**src/rtl/tag_pkg.sv**
```systemverilog
// Shared types and constants for the tag check scheduler.
// Holds the key width, key reset value, FSM states and rotate helper.
package tag_pkg;

  localparam int KEY_W = 16;
  localparam logic [KEY_W-1:0] KEY_RESET = 16'hDEAD;

  typedef enum logic [1:0] {
    IDLE,
    COMPUTE,
    RESP
  } state_t;

  // bsz is a power of two, so the modulo reduces to a mask
  function automatic logic [2:0] rot_amt(
    input logic [KEY_W-1:0] key,
    input int               blk,
    input int               bsz
  );
    logic [2:0] r;
    r = key[3*blk +: 3];
    return r & 3'(bsz - 1);
  endfunction

endpackage

```
**src/rtl/tag_compute.sv**
```systemverilog
// Combinational memory-tag function: flip, rotate and XOR four blocks.
// Shared by all requesters through the scheduler's latched operands.
module tag_compute
  import tag_pkg::*;
#(
  parameter int DATA_SIZE  = 32,
  parameter int BLOCK_SIZE = DATA_SIZE/4
)(
  input  logic [DATA_SIZE-1:0]  i_data,
  input  logic [KEY_W-1:0]      i_key,
  output logic [BLOCK_SIZE-1:0] o_tag
);

  logic [BLOCK_SIZE-1:0]   w_blk;
  logic [2*BLOCK_SIZE-1:0] w_dbl;

  always_comb begin
    o_tag = '0;
    w_blk = '0;
    w_dbl = '0;
    for (int i = 0; i < 4; i++) begin
      w_blk = i_data[i*BLOCK_SIZE +: BLOCK_SIZE]
            ^ {BLOCK_SIZE{i_key[i]}};
      w_dbl = {w_blk, w_blk} << rot_amt(i_key, i, BLOCK_SIZE);
      o_tag = o_tag ^ w_dbl[2*BLOCK_SIZE-1 -: BLOCK_SIZE];
    end
  end

endmodule

```
**src/rtl/tag_check_scheduler.sv**
```systemverilog
// Round-robin scheduler sharing one tag unit; owns the secret key.
// Optional mismatch counter: define TAG_MISMATCH_COUNT_EN.
module tag_check_scheduler #(
  parameter int NUM_REQ    = 4,
  parameter int DATA_SIZE  = 32,
  parameter int BLOCK_SIZE = DATA_SIZE/4,
  parameter logic [tag_pkg::KEY_W-1:0] KEY_RESET =
    tag_pkg::KEY_RESET
)(
  input  logic                          clk,
  input  logic                          reset_n,
  input  logic [NUM_REQ-1:0]            req_valid,
  output logic [NUM_REQ-1:0]            req_ready,
  input  logic [NUM_REQ*DATA_SIZE-1:0]  req_data,
  input  logic [NUM_REQ*BLOCK_SIZE-1:0] req_tag,
  output logic                          resp_valid,
  input  logic                          resp_ready,
  output logic [$clog2(NUM_REQ)-1:0]    resp_id,
  output logic [BLOCK_SIZE-1:0]         resp_tag,
  output logic                          resp_match,
  input  logic                          cfg_key_valid,
  input  logic [15:0]                   cfg_key,
  output logic                          cfg_key_ready
`ifdef TAG_MISMATCH_COUNT_EN
  ,
  input  logic                          mismatch_clr,
  output logic [15:0]                   mismatch_cnt
`endif
);

  import tag_pkg::*;

  localparam int IDW = $clog2(NUM_REQ);

  state_t                r_state;
  state_t                w_next;
  logic [KEY_W-1:0]      r_key;
  logic [KEY_W-1:0]      r_opkey;
  logic [IDW-1:0]        r_last;
  logic [IDW-1:0]        r_id;
  logic [IDW-1:0]        w_win;
  logic [IDW-1:0]        w_sel;
  logic [DATA_SIZE-1:0]  r_data;
  logic [BLOCK_SIZE-1:0] r_exp;
  logic [BLOCK_SIZE-1:0] r_tag;
  logic [BLOCK_SIZE-1:0] w_tag;
  logic                  r_match;
  logic                  w_any;
  logic                  w_grant;
  logic                  w_key_wr;

  // descending scan so the smallest offset past r_last wins
  always_comb begin
    w_any = 1'b0;
    w_win = '0;
    w_sel = '0;
    for (int k = NUM_REQ; k >= 1; k--) begin
      w_sel = IDW'((int'(r_last) + k) % NUM_REQ);
      if (req_valid[w_sel]) begin
        w_any = 1'b1;
        w_win = w_sel;
      end
    end
  end

  always_comb begin
    w_next        = r_state;
    req_ready     = '0;
    cfg_key_ready = 1'b0;
    w_grant       = 1'b0;
    w_key_wr      = 1'b0;
    unique case (r_state)
      IDLE: begin
        if (cfg_key_valid) begin
          cfg_key_ready = 1'b1;
          w_key_wr      = 1'b1;
        end else if (w_any) begin
          w_grant          = 1'b1;
          req_ready[w_win] = 1'b1;
          w_next           = COMPUTE;
        end
      end
      COMPUTE: w_next = RESP;
      RESP: begin
        if (resp_ready) w_next = IDLE;
      end
      default: w_next = IDLE;
    endcase
  end

  always_ff @(posedge clk or negedge reset_n) begin
    if (!reset_n) begin
      r_state <= IDLE;
      r_key   <= KEY_RESET;
      r_opkey <= KEY_RESET;
      r_last  <= IDW'(NUM_REQ - 1);
      r_id    <= '0;
      r_data  <= '0;
      r_exp   <= '0;
      r_tag   <= '0;
      r_match <= 1'b0;
    end else begin
      r_state <= w_next;
      if (w_key_wr) r_key <= cfg_key;
      if (w_grant) begin
        r_last  <= w_win;
        r_id    <= w_win;
        r_opkey <= r_key;
        r_data  <= req_data[w_win*DATA_SIZE +: DATA_SIZE];
        r_exp   <= req_tag[w_win*BLOCK_SIZE +: BLOCK_SIZE];
      end
      if (r_state == COMPUTE) begin
        r_tag   <= w_tag;
        r_match <= (w_tag == r_exp);
      end
    end
  end

  tag_compute #(
    .DATA_SIZE  (DATA_SIZE),
    .BLOCK_SIZE (BLOCK_SIZE)
  ) u_tag (
    .i_data (r_data),
    .i_key  (r_opkey),
    .o_tag  (w_tag)
  );

  assign resp_valid = (r_state == RESP);
  assign resp_id    = r_id;
  assign resp_tag   = r_tag;
  assign resp_match = r_match;

`ifdef TAG_MISMATCH_COUNT_EN
  logic [15:0] r_mcnt;

  always_ff @(posedge clk or negedge reset_n) begin
    if (!reset_n) begin
      r_mcnt <= '0;
    end else if (mismatch_clr) begin
      r_mcnt <= '0;
    end else if (resp_valid && resp_ready && !r_match
                 && r_mcnt != 16'hFFFF) begin
      r_mcnt <= r_mcnt + 16'd1;
    end
  end

  assign mismatch_cnt = r_mcnt;
`endif

endmodule
```
**config.mk**
```make
export PLATFORM = sky130hd
export DESIGN_NAME = tag_check_scheduler
export DESIGN_NICKNAME = d
export VERILOG_FILES = /design/src/rtl/tag_pkg.sv /design/src/rtl/tag_compute.sv /design/src/rtl/tag_check_scheduler.sv
export SDC_FILE = /design/constraint.sdc
export NUM_CORES = 1
export LEC_CHECK = 0
export BUFFER_PORTS_ARGS = -buffer_cell sky130_fd_sc_hd__buf_2
export CAP_MARGIN = 20
export CORE_MARGIN = 2
export CORE_UTILIZATION = 40
export DETAILED_ROUTE_END_ITERATION = 7
export PLACE_DENSITY_LB_ADDON = 0.12
export SLEW_MARGIN = 5
export SYNTH_ARGS = -nofsm -noshare
export SYNTH_HDL_FRONTEND = slang
export SYNTH_HIERARCHICAL = 1
export SYNTH_SLANG_ARGS = --single-unit
export TNS_END_PERCENT = 10
```
**constraint.sdc**
```tcl
create_clock -name clk -period 7.3 [get_ports clk]
set_clock_uncertainty 0.2 [all_clocks]
set_input_delay 0.73 -clock clk [delete_from_list [all_inputs] [get_ports clk]]
set_output_delay 0.73 -clock clk [all_outputs]
set_load 0.1 [all_outputs]
```
# Yosys cells after proc, flatten, opt, wreduce, memory -nomap -nowiden

Index checks and enable logic that the tools add are counted.

Input port bits: 184
Output and inout bits: 17
Logic and storage cells: 71
Memory bits (writable): 0
Register bits after elaboration: 79
Latch bits: 0
Memories: 0
Bits in read-only memories: 0

Magnitude comparators: 6
Mux-type cells: 30
Equality and inequality tests: 6
Bitwise operators: 7
Shift operators: 6
Div/mod/pow operators: 0
Add/subtract/negate cells: 4
Reduce and logical (&&, ||, !) cells: 3
Multiply operators: 0

Operator list:

| cell                                                                                | count |
|---|---|
| 128-bit by 8-bit indexed part select with 32-bit output                             | 1 |
| 16-bit by 3-bit << shifter with 16-bit output                                       | 4 |
| 8-bit XOR                                                                           | 7 |
| 32-bit by 6-bit indexed part select with 8-bit output                               | 1 |
| 2-bit by 3-bit < comparator with 1-bit output, second input constant                | 5 |
| 1-bit two-way mux                                                                   | 14 |
| 2-bit two-way mux                                                                   | 7 |
| 4-bit two-way mux                                                                   | 3 |
| 1-bit binary-select mux with 2-bit select                                           | 4 |
| 8-bit == test                                                                       | 1 |
| 2-bit one-hot mux with 3 select lines                                               | 1 |
| 2-bit by 1-bit adder with 2-bit output, second input constant                       | 2 |
| 2-bit adder, second input constant                                                  | 2 |
| 2-bit inequality test, second input constant                                        | 2 |
| 3-bit AND reduction                                                                 | 1 |
| 1-bit demux with 2-bit select                                                       | 1 |
| 2-bit by 1-bit == test with 1-bit output, second input constant                     | 1 |
| 2-bit == test, second input constant                                                | 1 |
| 2-bit by 1-bit greater-or-equal comparator with 1-bit output, second input constant | 1 |
| 2-bit zero test                                                                     | 1 |
| 2-bit by 1-bit inequality test with 1-bit output, second input constant             | 1 |
| 1-bit logical AND                                                                   | 1 |

# Logic depth before layout (Yosys ltp)

Gate-level depths: netlist (run 1).

Depth in word-level cells: 14
Depth in mapped cells: 10
Depth with buffers taken out: 8

# Modules after synthesis

Netlist (run 1), hierarchy kept.

By module, submodules not included:

| module              | instances | area each (sq um) | seq. area each (sq um) | cells each |
|---|---|---|---|---|
| tag_check_scheduler | 1         | 5157.4            | 2207.1                 | 501 |
| tag_compute         | 1         | 2301.0            | 0.0                    | 249 |

# Worst setup path after synthesis (run 1)

OpenSTA, ideal clock, no wires.

Kind: input to output
From: input req_valid[3]
To: output req_ready[0]
Buffers on the path: 1
Path slack: 2.749 ns
Data arrival time: 3.621 ns
Stages on the path: 5
Data required time: 6.370 ns
Cells stage by stage: nor2b_1 o21ai_1 clkbuf_1 nand3_1 nor3_1

Cells in the longest elaborated chain, start to end: 13
Elaborated cells between the ends (all ways): 24
Classes of those cells: 2 x order compare; 21 x mux; 1 x reduce/logical

Ends and longest elaborated chain:

| element                                                                                                                                             | RTL line                  | text |
|---|---|---|
| start, declared                                                                                                                                     | tag_check_scheduler.sv:12 | `input logic [NUM_REQ-1:0] req_valid,` |
| 1-bit binary-select mux with 2-bit select                                                                                                           | tag_check_scheduler.sv:59 | `if (req_valid[w_sel]) begin` |
| 1-bit two-way mux (implied by the code)                                                                                                             | tag_check_scheduler.sv:59 |  |
| 2-bit two-way mux (4 in series)                                                                                                                     | tag_check_scheduler.sv:59 |  |
| 2-bit by 3-bit < comparator with 1-bit output (implied by the code) or 2-bit by 1-bit greater-or-equal comparator with 1-bit output (tied branches) | tag_check_scheduler.sv:79 | `req_ready[w_win] = 1'b1;` |
| 1-bit logical AND (implied by the code)                                                                                                             | tag_check_scheduler.sv:79 |  |
| 1-bit two-way mux (implied by the code)                                                                                                             | tag_check_scheduler.sv:79 |  |
| 1-bit demux with 2-bit select                                                                                                                       | tag_check_scheduler.sv:79 |  |
| 4-bit two-way mux (*)                                                                                                                               | tag_check_scheduler.sv:77 | `end else if (w_any) begin` |
| 4-bit two-way mux (*)                                                                                                                               | tag_check_scheduler.sv:74 | `if (cfg_key_valid) begin` |
| 4-bit two-way mux (*)                                                                                                                               | tag_check_scheduler.sv:72 | `unique case (r_state)` |
| end, declared                                                                                                                                       | tag_check_scheduler.sv:13 | `output logic [NUM_REQ-1:0] req_ready,` |

Every way passes the cells marked *; elsewhere a longest branch is shown, timed or not. The select of a mux whose other input is x is not followed.

# Worst setup path in the final report (run 1)

From: input cfg_key_valid
To: output req_ready[2]

Cells in the longest elaborated chain, start to end: 2

Ends and longest elaborated chain:

| element           | RTL line                  | text |
|---|---|---|
| start, declared   | tag_check_scheduler.sv:21 | `input logic cfg_key_valid,` |
| 4-bit two-way mux | tag_check_scheduler.sv:74 |  |
| 4-bit two-way mux | tag_check_scheduler.sv:72 |  |

Every way passes these cells.

==> run metrics, run 1 <==
setup ws final 3.21 ns; Mapped Area 7160 um2; Max VDD drop 0.343 mV; Worst path slowest cell nor3_1; Required @ worst endpoint 6.37 ns; Final Util 48.8%; # rows 48; Ys Warns 6; Hold Crit Class in -> async; drc violations 0; synthesized instance count 726; die width 138 um; RSZ-0062 raised after global routing false; crit path time final 4.09 ns; port bufs 196; switching power 2.44 mW; height of the die 138 um; TritonCTS buffer count 9; # diodes 0; die area 19,000 um2; Setup CP Type in -> out; pre-CTS setup slack 3.15 ns; Layout Nets 1,048; Post-Route WL 22,300 um; fillers 1,646; Post-Syn Nets 910; cell area power density 565 nW/um2; Initial Utilization 41.1%; num ports 201; Initial DRC Count 386; initial antenna violation count 0; fin crit share 56.0%; Max H-tree Level 3; crit path max fanout 97; CP peak stage delay 0.51 ns; Comb power frac 70.3%; Reg power frac 20.7%; Fmax 245 MHz; Critical Path Source Type primary input; postcts setup bufs 0; clock root buffer clkbuf_16; crit path cell chain buf_2 > nor3_1 > o41ai_2 > buf_4 > inv_2 > nand2_2 > nor2_1 > buf_2; Least-Margin Pin Slew 1.15 ns; Hold WS 0.134 ns; Final Setup Violations 0; area grow syn2layout 18.7%; post_cts resized 0; share of cells above drive strength 1 38.3%; critical path arrival 3.16 ns; Relative slew margins 23.4%; drt pass-1 iters 5; vias in the first global route 6,469; Clk pwr share 9.0%; Pleak 4.08 nW; Longest Clk Path Bufs 2; TNS Setup 0 ns; gr ovfl total 0; Via density 5.87; Post-DRT Antenna Nets 0; # clock sinks 79; largest net degree at the start of global routing 98; Switching Share 50.8%; outcome complete, no violations; Critical Path End Type output port; wire per inst 20.4 um; GRT Total Usage 23.5%; mean post-synth cell area 9.86 um2; Top cell by count, worst path buf_2; Clk Latency, worst-skew pair 0.36 ns; P_int 2.36 mW; cts-stage hold buffer count 0; Core Region 17,400 um2; via count of the routed design 6,421; total power 4.80 mW; clk slew on worst S/H paths 0.06 ns; first-pass GRT wire length 34,500 um; maxcap violations 0; CTS tree built; Max Slew Vio Count 0; final hold violation count 0; hpwl dp 16,100 um; routability cong. 0.859
==> cells in the final DEF (no fill, tap or decap), types with 2 or more instances in the layout <==
master,instances
buf_2,195
mux2i_1,147
nand2_1,85
dfrtp_1,61
nand4_1,48
o31ai_1,41
a211o_1,40
o211ai_2,36
xnor2_1,36
mux2_2,20
dfstp_2,18
o2111ai_1,10
inv_1,9
clkbuf_16,9
nor2_1,7
buf_4,7
mux4_2,7
nand2b_1,6
and3b_1,6
nor3_1,5
nor3b_1,5
mux2i_2,5
nor2b_1,4
o21ai_0,4
o211ai_1,4
nor4_2,4
a2111oi_2,4
buf_16,3
nand3b_1,3
or3b_1,3
o21ai_4,2
nand3_1,2
o21a_2,2
nor3b_2,2
a21oi_1,2
clkinv_4,2
clkinvlp_4,2
and3_1,2
mux2i_4,2
or2_2,2
==> sequential cells by signal (all words and copies together), names as in the netlist <==
register and cells:
r_state 2, resp_tag 8, r_exp 8, r_last 2, resp_id 2, r_data 32
r_opkey 12, r_key 12, resp_match 1
==> layout make-up <==
class / instances / area, um2 / share of cell area [%]
timing repair buffer: 206 / 1130 / 13.3
inverter: 10 / 37.5 / 0.442
clock inverter: 7 / 57.6 / 0.677
sequential: 79 / 2000 / 23.5
clock buffer: 9 / 225 / 2.65
multi-input combinational: 558 / 4770 / 56.1
tap: 225 / 282 / 3.31
==> critical path, delay by kind of cell <==
family / cells / cell delay [ns]
AOI/OAI and AO/OA: 1 / 0.17
buffers and inverters: 4 / 1.44
and+or+nand+nor: 3 / 0.78
==> per-stage QoR <==
stage | std cells | area (um2)
after global routing | 1094 | 8500
after floorplan | 726 | 7160
after detailed placement | 1074 | 8120
final | 1094 | 8500
after global placement | 1074 | 8120
after CTS | 1090 | 8400
==> power by group through the flow <==
stage,Clock (mW),Combinational (mW),Sequential (mW)
5_1_grt,0.463,3.61,1.03
4_1_cts,0.443,3.35,0.992
3_3_place_gp,0,3.28,0.983
2_1_floorplan,0,2.60,1.04
3_5_place_dp,0,3.33,0.997
6_report,0.433,3.37,0.992
==> final timing paths <==
path | slack (ns) | startpoint | end | cells past startpoint
setup / recovery | 3.21 | cfg_key_valid | req_ready[2] | 8
hold / removal | 0.13 | reset_n | r_data[13]$_DFFE_PN0P_ | 1
setup reg to reg | 4.08 | r_state[1]$_DFFE_PN0P_ | r_data[7]$_DFFE_PN0P_ | 7
hold reg to reg | 0.26 | r_key[0]$_DFFE_PN1P_ | r_opkey[0]$_DFFE_PN1P_ | 2
max in group asynchronous | 6.10 | reset_n | r_opkey[9]$_DFFE_PN1P_ | 2
min in group clk | 0.26 | r_key[0]$_DFFE_PN1P_ | r_opkey[0]$_DFFE_PN1P_ | 2
==> routing by layer <==
metal / global-route usage (%) / part of all wire [%]
met4: 5.84 / 1.0
met5: 0 / 0
met2: 39.6 / 46
met3: 4.08 / 7.5
met1: 31.5 / 45
(Power assumes the default switching activity.)
==> run 2: changes to the inputs <==
==> constraint.sdc (replaced) <==
create_clock -name clk -period 4.05 [get_ports clk]
set_clock_uncertainty 0.2 [all_clocks]
set_input_delay 0.405 -clock clk [delete_from_list [all_inputs] [get_ports clk]]
set_output_delay 0.405 -clock clk [all_outputs]
set_load 0.1 [all_outputs]
==> run 2 against run 1 <==
Clock power rose by 98%. Via count decreased by 1.4%. Register-to-register slack got worse by 3.2 ns. Highest routed layer unchanged. Wire length grew 0.94%. Count of clock-buffer cells in the layout increased by 1. Sequential power rose by 80%. Die area did not move. Largest cell class unchanged.
==> run metrics, run 2 (synthesis results as in run 1) <==
cell area power density 1020 nW/um2; # clock sinks 79; Critical Path End Type output port; routability cong. 0.817; cts-stage hold buffer count 1; Longest Clk Path Bufs 2; Final Instance Area 8490 um2; port bufs 196; Post-DP Area 8170 um2; fillers 1,695; Max Slew Vio Count 0; critical path arrival 2.67 ns; # diodes 0; crit path time final 3.28 ns; # rows 48; Hold Crit Class in -> reg; fin crit share 80.9%; RSZ-0062 raised after global routing false; Least-Margin Pin Slew 1.02 ns; die area 19,000 um2; crit path max fanout 96; die width 138 um; largest net degree at the start of global routing 97; met2 wire length 10,100 um; final non-filler cell total 1,098; dpl cells 1,081; TritonCTS buffer count 9; Largest Register r_data; Clk Latency, worst-skew pair 0.35 ns; DR WL met3 1460 um; met1 WL 10,500 um; Initial DRC Count 363; Critical Path Source Type flip-flop; Fmax 305 MHz; Post-Route WL 22,500 um; Relative slew margins 32.1%; clock root buffer clkbuf_16; postcts setup bufs 0; Pleak 4.08 nW; Top Metal Used met4; final hold violation count 0; gr ovfl total 0; CTS tree built; commonest non-fill, non-tap cell in the layout buf_2; Required @ worst endpoint 3.44 ns; area grow syn2layout 18.6%; biggest regs r_data (32), r_key (12), r_opkey (12); num ports 201; Via density 5.77; clk slew on worst S/H paths 0.07 ns; GRT Total Usage 23.7%; Setup CP Type reg -> out; Core Region 17,400 um2; Initial Utilization 41.1%; TNS Setup 0 ns; post_cts resized 0; Max H-tree Level 3; vias in the first global route 6,257; max reg flops 32; via count of the routed design 6,332; Final Setup Violations 0; wire per inst 20.5 um; hpwl dp 16,500 um; share of cells above drive strength 1 38.5%; drc violations 0; outcome complete, no violations; commonest cells after routing, fill and taps aside 195 x buf_2, 147 x mux2i_1, 85 x nand2_1; height of the die 138 um; first-pass GRT wire length 34,600 um; Layout Nets 1,052; initial antenna violation count 0; Post-DRT Antenna Nets 0; Max VDD drop 0.661 mV; maxcap violations 0; drt pass-1 iters 5
run 2: final timing paths:
check | startpoint | endpoint | slack (ns) | cells after the start
hold reg to reg | r_key[10]$_DFFE_PN1P_ | r_opkey[10]$_DFFE_PN1P_ | 0.25 | 2
setup reg to reg | r_opkey[11]$_DFFE_PN1P_ | resp_match$_DFFE_PN0N_ | 0.88 | 8
min in group asynchronous | reset_n | r_data[6]$_DFFE_PN0P_ | 0.50 | 2
setup / recovery | r_state[1]$_DFFE_PN0P_ | req_ready[0] | 0.77 | 5
hold / removal | resp_ready | r_state[1]$_DFFE_PN0P_ | 0.05 | 2
max in group asynchronous | reset_n | r_data[23]$_DFFE_PN0P_ | 2.39 | 3
run 2: final cells by class:
class	count	area, um2	share of cell area [%]
sequential	79	2000	23.5
clock inverter	6	75.1	0.884
multi-input combinational	558	4770	56.2
clock buffer	10	239	2.81
tap	225	282	3.32
timing repair buffer	210	1090	12.8
inverter	10	37.5	0.442
run 2: per-layer routing:
metal / global-route usage, % / up-vias
met1: 33.1 / 2996
li1: - / 3048
met3: 3.13 / 26
met5: 0 / -
met4: 7.60 / 0
met2: 38.0 / 262
run 2: power by group:
part           internal [mW]  switching (mW)  total (mW)
Sequential              1.25           0.542        1.79
Combinational           2.56            3.47        6.04
Clock                  0.504           0.352       0.857
Total                   4.32            4.37        8.69
run 2: per-stage QoR:
step           power (mW)  utilization, %  hold WS [ns]  setup slack, ns
2_1_floorplan        6.55               -       -0.0906            0.118
3_3_place_gp         7.71            46.9         0.244            0.943
3_5_place_dp         7.81            46.9         0.244            0.937
4_1_cts              8.72            48.8        0.0456            0.695
5_1_grt              9.26            48.8        0.0738            0.690
6_report             8.69            48.8        0.0543            0.772
run 2: worst max-delay path, cell delays in order (launching register included):
cell	delay, ns
dfrtp_1	0.41
nor3_1	0.53
o41ai_2	0.20
buf_4	0.45
nor3_1	0.25
buf_2	0.46
==> run 3: changes to the inputs <==
==> constraint.sdc (replaced) <==
create_clock -name clk -period 3.2 [get_ports clk]
set_clock_uncertainty 0.2 [all_clocks]
set_input_delay 0.32 -clock clk [delete_from_list [all_inputs] [get_ports clk]]
set_output_delay 0.32 -clock clk [all_outputs]
set_load 0.1 [all_outputs]
==> run 3 against run 2 <==
Clock power up 26%. Global-route usage rose by 1.0 points. Wire length up 2.2%. Non-clock buffer count grew 32. Combinational power grew 33%. Power is 31% higher. Worst hold slack got worse by 0.045 ns. Critical path type is now reg -> reg. Critical endpoint is now resp_match$_DFFE_PN0N_. Highest routed layer unchanged.
==> run metrics, run 3 (synthesis results as in run 1) <==
Post-DP Area 8400 um2; CTS tree built; cells on worst reg2reg path 8; Initial DRC Count 426; Initial Utilization 41.1%; critical path arrival 3.00 ns; clock root buffer clkbuf_16; largest net degree at the start of global routing 91; Reg power frac 19.8%; outcome complete, no violations; Critical path origin r_opkey[6]$_DFFE_PN0P_; Clk pwr share 9.5%; Post-DRT Antenna Nets 0; Critical Path Source Type flip-flop; cell area power density 1290 nW/um2; Max Slew Vio Count 0; Via density 5.77; P_int 5.73 mW; area grow syn2layout 23.4%; Final Util 50.7%; commonest non-fill, non-tap cell in the layout buf_2; RR Startpoint r_opkey[6]$_DFFE_PN0P_; # clock sinks 79; hpwl dp 16,900 um; first-pass GRT wire length 35,900 um; fin crit share 91.7%; die width 138 um; Longest Clk Path Bufs 2; # rows 48; Relative slew margins 49.3%; Clk Latency, worst-skew pair 0.36 ns; Hold Crit Class in -> reg; Fmax 341 MHz; crit path max fanout 9; clk slew on worst S/H paths 0.07 ns; RSZ-0062 raised after global routing false; Largest Register r_data; Multi-input gate area 4790 um2; num ports 201; biggest regs r_data (32), r_key (12), r_opkey (12); Setup CP Type reg -> reg; initial antenna violation count 0; commonest cells after routing, fill and taps aside 193 x buf_2, 147 x mux2i_1, 85 x nand2_1; Final Instance Area 8840 um2; FF-to-FF End resp_match$_DFFE_PN0N_; maxcap violations 0; share of cells above drive strength 1 39.9%; port bufs 196; Max H-tree Level 3; max reg flops 32; final hold violation count 0; Worst Setup EP resp_match$_DFFE_PN0N_; height of the die 138 um; setup slack, reg-to-reg 0.27 ns; TritonCTS buffer count 9; Final Setup Violations 0; Critical Path End Type flip-flop; sequential cell area 2000 um2; gr ovfl total 0; crit path time final 2.93 ns; Switching Share 49.6%; vias in the first global route 6,519; wire per inst 20.4 um; GRT Total Usage 24.7%; Least-Margin Pin Slew 0.758 ns; die area 19,000 um2; via count of the routed design 6,525; Post-Route WL 23,000 um; drc violations 0; Layout Nets 1,084; Max VDD drop 0.737 mV; fillers 1,668; routability cong. 0.858; Pleak 4.26 nW; postcts setup bufs 0; drt pass-1 iters 4; switching power 5.64 mW; Comb power frac 70.6%; # diodes 0; Core Region 17,400 um2; Required @ worst endpoint 3.26 ns
## run 3: cell types whose count changed in the layout (fill, tap and decap cells not counted), moves of 2 or more
cell / previous run / this run
buf_4: 14 / 35
dlygate4sd3_1: 1 / 9
buf_12: 0 / 4
buf_2: 195 / 193
inv_6: 2 / 4
## run 3: timing repair
| action | CTS | global route |
|---|---|---|
| hold endpoints to repair | 13 | 0 |
| resized for setup | 0 | 3 |
| setup endpoints to repair | 0 | 1 |
| hold buffers | 9 | 0 |
## run 3: area by class of cell
| class | instances | share of cell area (%) |
|---|---|---|
| multi-input combinational | 558 | 54.2 |
| clock inverter | 7 | 0.878 |
| clock buffer | 9 | 2.55 |
| inverter | 10 | 0.425 |
| sequential | 79 | 22.7 |
| timing repair buffer | 242 | 16.1 |
| tap | 225 | 3.19 |
## run 3: per-layer routing
| layer | track usage [%] | vias up | part of all wire, % |
|---|---|---|---|
| met3 | 4.45 | 32 | 7.0 |
| met1 | 33.8 | 3118 | 45 |
| met5 | 0 | - | 0 |
| li1 | - | 3102 | - |
| met2 | 39.5 | 273 | 45 |
| met4 | 8.39 | 0 | 2.6 |
## run 3: how the worst min path moves through the flow
stage | cells after the start | slack (ns) | to | startpoint
2_1_floorplan | 0 | -0.18 | r_data[0]$_DFFE_PN0P_ | reset_n
3_3_place_gp | 2 | 0.24 | r_opkey[10]$_DFFE_PN1P_ | r_key[10]$_DFFE_PN1P_
3_5_place_dp | 2 | 0.25 | r_opkey[7]$_DFFE_PN1P_ | r_key[7]$_DFFE_PN1P_
4_1_cts | 2 | 0.003 | r_key[3]$_DFFE_PN1P_ | cfg_key[3]
5_1_grt | 2 | 0.002 | r_key[5]$_DFFE_PN1P_ | cfg_key[5]
6_report | 2 | 0.009 | r_key[5]$_DFFE_PN1P_ | cfg_key[5]
## run 3: critical path, stage by stage (launching register included)
cell and delay, ns:
dfrtp_1 0.59, mux2i_1 0.56, mux2i_1 0.27, o2111ai_1 0.21, xnor2_1 0.20, xnor2_1 0.32
xnor2_1 0.16, nand4_1 0.11, o31ai_1 0.23
## run 3: metrics by stage
| step | std cells | total power [mW] | worst slack (ns) | hold WS (ns) | TNS, ns |
|---|---|---|---|---|---|
| after floorplan | 726 | 8.30 | -0.546 | -0.176 | -0.546 |
| after global placement | 1104 | 10.0 | 0.319 | 0.243 | 0 |
| after detailed placement | 1104 | 10.2 | 0.235 | 0.251 | 0 |
| after CTS | 1129 | 11.3 | 0.203 | 0.00274 | 0 |
| after global routing | 1130 | 12.2 | 0.00328 | 0.00190 | 0 |
| final | 1130 | 11.4 | 0.267 | 0.00890 | 0 |
## run 3: power groups by stage
stage / clock network [mW] / logic (mW) / registers [mW]
3_3_place_gp: 0 / 7.79 / 2.24
6_report: 1.08 / 8.03 / 2.26
4_1_cts: 1.11 / 7.95 / 2.25
3_5_place_dp: 0 / 7.90 / 2.26
5_1_grt: 1.16 / 8.67 / 2.37
2_1_floorplan: 0 / 5.93 / 2.37
